==> src/rtl/payload_reader_pkg.sv <==
// Shared state type and descriptor-length helpers for payload_stream_reader.
// Fallback widths are supplied here when the build does not define them.
`ifndef BUS_WIDTH
`define BUS_WIDTH 32
`endif
`ifndef BUS_WIDTH_B
`define BUS_WIDTH_B 4
`endif
`ifndef MAX_PAYLOAD_LEN
`define MAX_PAYLOAD_LEN 2048
`endif

package payload_reader_pkg;

  typedef enum logic [1:0] {
    IDLE  = 2'd0,
    READ  = 2'd1,
    DRAIN = 2'd2
  } state_t;

  // Byte length limited to the capacity of one slot (2^addr_w words).
  function automatic logic [32:0] clamp_len(input logic [31:0] len,
                                            input int bytes,
                                            input int addr_w);
    logic [32:0] cap;
    cap = 33'(bytes) << addr_w;
    return ({1'b0, len} > cap) ? cap : {1'b0, len};
  endfunction

  function automatic logic [32:0] words_of(input logic [31:0] len,
                                           input int bytes,
                                           input int addr_w);
    logic [32:0] c;
    c = clamp_len(len, bytes, addr_w);
    return (c + 33'(bytes - 1)) / 33'(bytes);
  endfunction

  // Tail-beat byte mask; a length that fills the final word keeps every byte.
  function automatic logic [63:0] last_keep(input logic [32:0] len,
                                            input int bytes);
    logic [32:0] rem;
    rem = len % 33'(bytes);
    if (rem == 33'd0) return '1;
    return (64'd1 << rem) - 64'd1;
  endfunction

endpackage

==> src/rtl/payload_skid_buf.sv <==
// Two-entry valid/ready buffer for {data, keep, last}; exposes its occupancy
// so the reader can meter reads against free space.
module payload_skid_buf
  import payload_reader_pkg::*;
#(
  parameter int DATA_W = 32,
  parameter int KEEP_W = 4
) (
  input  logic              clk,
  input  logic              reset,
  input  logic              push,
  input  logic [DATA_W-1:0] push_data,
  input  logic [KEEP_W-1:0] push_keep,
  input  logic              push_last,
  input  logic              pop,
  output logic              out_valid,
  output logic [DATA_W-1:0] out_data,
  output logic [KEEP_W-1:0] out_keep,
  output logic              out_last,
  output logic [1:0]        occupancy
);

  logic [DATA_W-1:0] data_q [2];
  logic [KEEP_W-1:0] keep_q [2];
  logic              last_q [2];
  logic              rd_ptr;
  logic              wr_ptr;
  logic [1:0]        occ;

  always_ff @(posedge clk) begin
    if (!reset) begin
      rd_ptr <= 1'b0;
      wr_ptr <= 1'b0;
      occ    <= 2'd0;
    end else begin
      if (push) wr_ptr <= ~wr_ptr;
      if (pop)  rd_ptr <= ~rd_ptr;
      occ <= occ + 2'(push) - 2'(pop);
    end
  end

  always_ff @(posedge clk) begin
    if (push) begin
      data_q[wr_ptr] <= push_data;
      keep_q[wr_ptr] <= push_keep;
      last_q[wr_ptr] <= push_last;
    end
  end

  // Outputs read as zero while empty so the stream is clean out of reset.
  assign out_valid = (occ != 2'd0);
  assign out_data  = out_valid ? data_q[rd_ptr] : '0;
  assign out_keep  = out_valid ? keep_q[rd_ptr] : '0;
  assign out_last  = out_valid ? last_q[rd_ptr] : 1'b0;
  assign occupancy = occ;

  a_no_overflow : assert property (@(posedge clk) disable iff (!reset)
    !(push && !pop && occ == 2'd2));
  a_no_underflow : assert property (@(posedge clk) disable iff (!reset)
    !(pop && occ == 2'd0));

endmodule

==> src/rtl/payload_stream_reader.sv <==
// Drains one payload slot per descriptor into a valid/ready byte stream.
// Optional packet/byte counters are enabled by PAYLOAD_READER_STATS_EN.
module payload_stream_reader
  import payload_reader_pkg::*;
#(
  parameter int BUS_WIDTH  = `BUS_WIDTH,
  parameter int BYTES      = `BUS_WIDTH_B,
  parameter int ID_WIDTH   = 4,
  parameter int ADDR_WIDTH = $clog2(`MAX_PAYLOAD_LEN / 4),
  parameter int LEN_WIDTH  = 16
) (
  input  logic                  CLK,
  input  logic                  reset,
  input  logic                  desc_valid,
  output logic                  desc_ready,
  input  logic [ID_WIDTH-1:0]   desc_id,
  input  logic [LEN_WIDTH-1:0]  desc_len,
  output logic                  rd_en,
  output logic [ID_WIDTH-1:0]   rd_id,
  output logic [ADDR_WIDTH-1:0] rd_addr,
  input  logic [BUS_WIDTH-1:0]  rd_data,
  output logic                  m_valid,
  input  logic                  m_ready,
  output logic [BUS_WIDTH-1:0]  m_data,
  output logic [BYTES-1:0]      m_keep,
  output logic                  m_last,
  output logic                  done_valid,
  output logic [ID_WIDTH-1:0]   done_id
`ifdef PAYLOAD_READER_STATS_EN
  ,
  output logic [31:0]           pkt_count,
  output logic [31:0]           byte_count
`endif
);

  localparam int NW_W = LEN_WIDTH + 1;

  state_t                st;
  state_t                st_nxt;
  logic                  accept;
  logic                  pop;
  logic                  credit_ok;
  logic                  rd_last;
  logic [2:0]            pending;
  logic [1:0]            occupancy;
  logic [32:0]           clamped;
  logic [NW_W-1:0]       nwords_in;
  logic [BYTES-1:0]      tail_in;
  logic [ADDR_WIDTH-1:0] last_addr_in;
  logic [ADDR_WIDTH-1:0] last_addr;
  logic [BYTES-1:0]      tail_keep;

  logic                  vld_p0;
  logic [BYTES-1:0]      keep_p0;
  logic                  last_p0;

  assign clamped      = clamp_len(32'(desc_len), BYTES, ADDR_WIDTH);
  assign nwords_in    = NW_W'(words_of(32'(desc_len), BYTES, ADDR_WIDTH));
  assign tail_in      = BYTES'(last_keep(clamped, BYTES));
  assign last_addr_in = ADDR_WIDTH'(nwords_in - NW_W'(1));

  assign pop     = m_valid & m_ready;
  assign rd_last = (rd_addr == last_addr);
  // Words buffered plus the one in flight, net of this cycle's pop, must
  // leave a free entry for the word a new read would return.
  assign pending   = 3'(occupancy) + 3'(vld_p0) - 3'(pop);
  assign credit_ok = (pending < 3'd2);
  assign accept    = desc_valid & desc_ready;

  always_ff @(posedge CLK) begin
    if (!reset) st <= IDLE;
    else        st <= st_nxt;
  end

  always_comb begin
    st_nxt     = st;
    desc_ready = 1'b0;
    rd_en      = 1'b0;
    case (st)
      IDLE: begin
        desc_ready = reset;
        if (desc_valid && reset && nwords_in != '0) st_nxt = READ;
      end
      READ: begin
        rd_en = credit_ok;
        if (credit_ok && rd_last) st_nxt = DRAIN;
      end
      DRAIN: begin
        if (pop && m_last) st_nxt = IDLE;
      end
      default: st_nxt = IDLE;
    endcase
  end

  always_ff @(posedge CLK) begin
    if (!reset) begin
      rd_id      <= '0;
      rd_addr    <= '0;
      vld_p0     <= 1'b0;
      done_valid <= 1'b0;
      done_id    <= '0;
    end else begin
      vld_p0     <= rd_en;
      done_valid <= 1'b0;
      if (accept) begin
        rd_id   <= desc_id;
        rd_addr <= '0;
        if (nwords_in == '0) begin
          done_valid <= 1'b1;
          done_id    <= desc_id;
        end
      end else if (rd_en && !rd_last) begin
        rd_addr <= rd_addr + 1'b1;
      end
      if (pop && m_last) begin
        done_valid <= 1'b1;
        done_id    <= rd_id;
      end
    end
  end

  always_ff @(posedge CLK) begin
    if (accept) begin
      last_addr <= last_addr_in;
      tail_keep <= tail_in;
    end
  end

  // ---- p0: side-band for the read in flight, aligned with rd_data ----
  always_ff @(posedge CLK) begin
    if (rd_en) begin
      keep_p0 <= rd_last ? tail_keep : '1;
      last_p0 <= rd_last;
    end
  end

  payload_skid_buf #(
    .DATA_W (BUS_WIDTH),
    .KEEP_W (BYTES)
  ) u_skid (
    .clk       (CLK),
    .reset     (reset),
    .push      (vld_p0),
    .push_data (rd_data),
    .push_keep (keep_p0),
    .push_last (last_p0),
    .pop       (pop),
    .out_valid (m_valid),
    .out_data  (m_data),
    .out_keep  (m_keep),
    .out_last  (m_last),
    .occupancy (occupancy)
  );

`ifdef PAYLOAD_READER_STATS_EN
  logic [NW_W-1:0] len_q;

  always_ff @(posedge CLK) begin
    if (accept) len_q <= NW_W'(clamped);
  end

  // done_valid fires before any later accept can overwrite len_q.
  always_ff @(posedge CLK) begin
    if (!reset) begin
      pkt_count  <= '0;
      byte_count <= '0;
    end else if (done_valid) begin
      pkt_count  <= pkt_count + 32'd1;
      byte_count <= byte_count + 32'(len_q);
    end
  end
`endif

endmodule

==> config.mk <==
export PLATFORM = sky130hd
export DESIGN_NAME = payload_stream_reader
export DESIGN_NICKNAME = d
export VERILOG_FILES = /design/src/rtl/payload_reader_pkg.sv /design/src/rtl/payload_skid_buf.sv /design/src/rtl/payload_stream_reader.sv
export SDC_FILE = /design/constraint.sdc
export NUM_CORES = 1
export LEC_CHECK = 0
export CORE_UTILIZATION = 55
export DETAILED_ROUTE_END_ITERATION = 12
export PLACE_DENSITY = 0.86
export SYNTH_ARGS = -nofsm -noshare
export SYNTH_HDL_FRONTEND = slang
export SYNTH_SLANG_ARGS = --single-unit
==> constraint.sdc <==
create_clock -name CLK -period 7.3 [get_ports CLK]
set_input_delay 1.46 -clock CLK [delete_from_list [all_inputs] [get_ports CLK]]
set_output_delay 1.46 -clock CLK [all_outputs]
set_load 0.02 [all_outputs]
Word-level counts from Yosys, hierarchy flattened
Memory sizes are Yosys's and may differ from the RTL's. A register that Yosys moved wholly into a read port is not among the register bits.
Index checks and enable logic that the tools add are counted.
{"block": "classes", "n_addsub": 8, "reduce_logical": 16, "muxes": 27, "n_eq_ne": 6, "bitwise_logic": 5, "order_cmp": 2, "shift": 1}
{"operator": "zero test 33 bit", "n": 1}
{"operator": "two-way mux 32 bit", "n": 1}
{"operator": "two-way mux 4 bit", "n": 6}
{"operator": "adder 16 x 2 -> 17 bit, second input constant", "n": 1}
{"operator": "zero test 17 bit", "n": 1}
{"operator": "nonzero test 17 bit", "n": 1}
{"operator": "greater-than comparator 16 x 12 -> 1 bit, second input constant", "n": 1}
{"operator": "two-way mux 16 bit", "n": 1}
{"operator": "two-way mux 1 bit", "n": 15}
{"operator": "adder 9 x 1 -> 9 bit, second input constant", "n": 1}
{"operator": "== test 9 bit", "n": 1}
{"operator": "subtractor 9 x 1 -> 9 bit, second input constant", "n": 1}
{"operator": "two-way mux 2 bit", "n": 3}
{"operator": "!= test 2 bit, second input constant", "n": 3}
{"operator": "one-hot mux 2 bit (3 select lines)", "n": 1}
{"operator": "nonzero test 2 bit", "n": 3}
{"operator": "logical AND 1 bit", "n": 5}
{"operator": "<< shifter 1 x 2 -> 4 bit, first input constant", "n": 1}
{"operator": "subtractor 4 x 1 -> 4 bit, second input constant", "n": 1}
{"operator": "adder 2 x 1 -> 3 bit", "n": 1}
{"operator": "< comparator 3 x 2 -> 1 bit, second input constant", "n": 1}
{"operator": "NOT 1 bit", "n": 3}
{"operator": "AND reduction 3 bit", "n": 1}
{"operator": "subtractor 3 x 1 -> 3 bit", "n": 1}
{"operator": "other kinds (9)", "n": 10}
{"block": "word_totals", "out_inout_bits": 58, "n_memories": 3, "ram_bits": 74, "register_bits": 43, "wordCells": 81, "input_bits": 56}
{"memory": "u_skid.data_q", "words": 2, "word_bits": 32, "read_ports": 1, "rd_ports_with_merged_regs": 1, "write_ports": 1, "line": "payload_skid_buf.sv:23", "text": "logic [DATA_W-1:0] data_q [2];"}
{"memory": "u_skid.keep_q", "words": 2, "word_bits": 4, "read_ports": 1, "rd_ports_with_merged_regs": 1, "write_ports": 1, "line": "payload_skid_buf.sv:24", "text": "logic [KEEP_W-1:0] keep_q [2];"}
{"memory": "u_skid.last_q", "words": 2, "word_bits": 1, "read_ports": 1, "rd_ports_with_merged_regs": 1, "write_ports": 1, "line": "payload_skid_buf.sv:25", "text": "logic last_q [2];"}

Longest topological paths before layout
{"block": "depth", "ltp_word": 7, "mapped_depth": 14}

By module
From an unflattened synthesis, not the netlist that was laid out.
{"block": "unflattened", "hier_cells": 397, "area_unflattened_um2": 5161.2}
{"module": "payload_skid_buf", "area_each_um2": 3072.9, "instances": 1, "seq_area_each_um2": 2322.2, "cells_each": 177}
{"module": "payload_stream_reader", "area_each_um2": 2088.3, "instances": 1, "seq_area_each_um2": 960.9, "cells_each": 220}

Least setup slack after synthesis
OpenSTA, ideal clock, no wires.
{"block": "synth_path", "path_type": "input -> output", "start": "input port m_ready", "end": "output port rd_en", "arrival_time_ns": 3.184, "required_time_ns": 5.840, "path_slack_ns": 2.656, "path_stages": 9, "cell_sequence": "o21ai_0 -> inv_1 -> ha_1 -> inv_1 -> ha_1 -> inv_1 -> fa_1 -> xnor2_1 -> and4b_1"}
{"block": "synth_between", "elab_chain_len": 4}
{"item": "start, declared", "line": "payload_stream_reader.sv:23", "text": "input logic m_ready,"}
{"item": "AND 1 bit", "line": "payload_stream_reader.sv:62", "text": "assign pop = m_valid & m_ready;"}
{"item": "net pop", "line": "payload_stream_reader.sv:41", "text": "logic pop;"}
{"item": "subtractor 3 x 1 -> 3 bit", "line": "payload_stream_reader.sv:66", "text": "assign pending = 3'(occupancy) + 3'(vld_p0) - 3'(pop);"}
{"item": "< comparator 3 x 2 -> 1 bit", "line": "payload_stream_reader.sv:67", "text": "assign credit_ok = (pending < 3'd2);"}
{"item": "two-way mux 1 bit", "line": "payload_stream_reader.sv:79", "text": "case (st)"}
{"item": "end, declared", "line": "payload_stream_reader.sv:18", "text": "output logic rd_en,"}
The timed path passes the listed nets, and every way through them passes these cells.

Final worst setup path
Same ends and word-level chain as after synthesis.

==> flow_summary.toml <==
[outcome]
status = "completed"

[synthesis]
syn_avg_cell_area_um2 = 12.4
synth_area_leaders = "edfxtp_1, dfxtp_1, mux2i_1"
yosys_most_used_dff = "edfxtp_1"
ys_warn_count = 0
netlist_area_mm2 = 0.00522
yosysSeqAreaShare = 0.629
synthCells = 422
synthArstFlopShare = 0
ys_types = 48
synth_top_area_cell = "edfxtp_1"
synth_fp_nets = 484
synth_edf_count = 92
ys_seq_elements = 118
netlist.area_leader.share = 0.529

[route]
route.detailed.drc = 0
drt_iter0_markers = 128
detail_route.vias_per_cell = 5.48
totalWireLength_um = 10800
vias = 3616
drtPass1Iterations = 4
antenna_left = 0
wl_per_cell_um = 16.3

[die]
fp.dieH_um = 99.4
die_area_mm2 = 0.00988
io_pins = 114
die_x_um = 99.4
coreArea_mm2 = 0.00920
rows = 35
start_util = 0.567

[critical_path]
crit_end = "rd_en"
critPathTopFamily = "buffers and inverters"
ff2ff_setup_slack_ps = 3940
slowest_delay_ps = 690
r2r_cells = 13
startpoint_type = "input pin"
worstPathMaxFanout = 9
crit_start = "m_ready"
critPathBufInv = 5
arrival_ps = 4380
r2r_start = "u_skid.occupancy[1]$_SDFF_PN0_"
r2r_end = "rd_addr[5]$_SDFFE_PP0P_"
worstPathRequired_ps = 5840
cp.depth = 11
end_kind = "output pin"
crit_chain = "clkdlybuf4s50_1 > o21ai_0 > inv_1 > ha_1 > inv_1 > ha_1 > inv_1 > fa_1 > xnor2_1 > and4b_1 > clkdlybuf4s50_1"
crit_type = "input pin to output pin"
crit_top_cell = "inv_1"
slowest_stage = "clkdlybuf4s50_1"

[cells_and_area]
post_route_cells_drive_above_1_share = 0.0801
final_common_cell = "clkdlybuf4s50_1"
finish.utilization = 0.761
fillers = 589
syn_to_final_growth_pct = 34.2
antenna_cells = 0
final_nets = 599
stdcell_count = 660
final_cell_mix = "clkdlybuf4s50_1, edfxtp_1, nor2_1"

[placement]
gp_congestion = 0.840
io_buffers = 113
dpl.hpwl_um = 7230
placed_cells = 629
dp_slack_ps = 1470

[sta]
rsz0062_at_grt = "no"
clock_skew_ps = 8.31
setup_tns_ps = 0
setup_ws_ps = 1460
period_share = 0.800
fmax_ghz = 0.171
slew-limit-headroom = 0.235
report.final.hold_viol_count = 0
setup_violations = 0
fin_crit_ps = 5840
drv_slew = 0
worstMarginPinSlew_ps = 1150

[global_routing]
grt_pass1_vias = 3551
grt_pass1_wl_um = 17300
track_usage = 0.231
grt_overflow = 0
grt_max_degree = 39
antenna_found_initial = 0

[pwr]
power_mw = 2.43
peakVddDrop_mv = 0.202
leakage_nw = 2.33
powerDensity_mw_per_mm2 = 347
switchingPower_mw = 0.783
p_int_mw = 1.65
clkPwrFrac = 0.322
switching_share = 0.322
combPwrFrac = 0.320
seqPwrFrac = 0.358

[cts]
clk_path_buf_depth = 2
cts_setup_buffers = 0
cts_root_buf = "clkbuf_8"
clk_pin_slew_ps = 50
holdBufCountCts = 0
cts_tree = "yes"
insertion_delay_ps = 500
cts_buffers = 17
htreeDepth = 4
post_cts_resized = 0
cts.sinks = 118

[min_path]
min_from = "keep_p0[0]$_SDFFCE_PN1P_"
hp-class = "flop to flop"
whs_path_depth = 0

[run]
maxCapViolations = 0
-- synth_stat cells (all sizes together), types with 2 or more instances --
cell and count:
or4 3, a21oi 8, or3 2, nand3 3
dfxtp 26, clkbuf 15, o21ai 6, o221ai 4
nand2b 6, a31oi 2, buf 3, xor2 9
xnor2 20, and3 3, ha 5, o211ai 9
and2 6, mux2i 41, nand2 33, o32ai 2
a21boi 4, nor2 58, o31ai 5, edfxtp 92
or2 3, nand4 7, nand3b 2, o21a 3
nor3 7, inv 17, nor2b 5
-- layout make-up --
cell class / instances / area [um2] / share of cell area
multi-input combinational: 269 / 1810 / 0.258
tap: 111 / 139 / 0.0198
timing repair buffer: 114 / 1140 / 0.163
clock inverter: 14 / 154 / 0.0220
inverter: 17 / 63.8 / 0.00912
clock buffer: 17 / 414 / 0.0592
sequential: 118 / 3280 / 0.469
-- layer usage --
metal  routed length (um)  vias to the layer above  global-route usage
met5                    0                        -                   0
met4                  101                        0              0.0803
met3                  605                        9              0.0639
li1                     -                     1752                   -
met2                 5730                      129               0.419
met1                 4340                     1726               0.261
-- how the worst min path moves through the flow --
stage | to | slack, ps
floorplan | u_skid.keep_q[0][0]$_DFFE_PP_ | 420
global placement | u_skid.keep_q[0][0]$_DFFE_PP_ | 430
detailed placement | u_skid.keep_q[0][3]$_DFFE_PP_ | 440
CTS | u_skid.last_q[0]$_DFFE_PP_ | 460
global route | u_skid.last_q[0]$_DFFE_PP_ | 480
finish | u_skid.keep_q[1][0]$_DFFE_PP_ | 450
-- cell families (layout without fill, tap and decap cells) --
family / after synthesis / count (layout) / share of synthesized area
mux: 41 / 41 / 0.0787
simple gates: 142 / 142 / 0.132
flops: 118 / 118 / 0.629
buf+inv: 35 / 162 / 0.0266
other cells: 1 / 1 / 0.000719
xor+xnor: 29 / 29 / 0.0487
compound gates: 50 / 50 / 0.0686
fa+ha+maj: 6 / 6 / 0.0158
-- power groups by stage --
stage / Sequential [mW] / Combinational [mW] / Clock, mW
detailed placement: 0.884 / 0.777 / 0
CTS: 0.872 / 0.786 / 0.792
finish: 0.870 / 0.779 / 0.782
global route: 0.879 / 0.833 / 0.827
global placement: 0.878 / 0.758 / 0
floorplan: 0.845 / 0.465 / 0
-- worst reg2reg max path, stage by stage (launching register included) --
cell	delay [ps]
dfxtp_1	360
o21ai_0	380
inv_1	90
ha_1	290
inv_1	50
ha_1	130
inv_1	50
fa_1	370
xnor2_1	220
and4b_1	460
o31a_1	430
nand4_1	160
xor2_1	170
nor2_1	60
-- stage by stage --
step                      area (um2)  hold slack [ps]
after floorplan                 5220              421
after global placement          6430              427
after detailed placement        6430              442
after CTS                       7000              458
after global routing            7000              475
final                           7000              451
-- sequential cells by signal (all words and copies together) (netlist names), 2 cells and up, named ones only --
name and flops:
done_id 4, u_skid.data_q 64, last_addr 9, keep_p0 4, rd_addr 9, rd_id 4
tail_keep 4, st 2, u_skid.occupancy 2, u_skid.keep_q 8, u_skid.last_q 2
(Power assumes the default switching activity.)
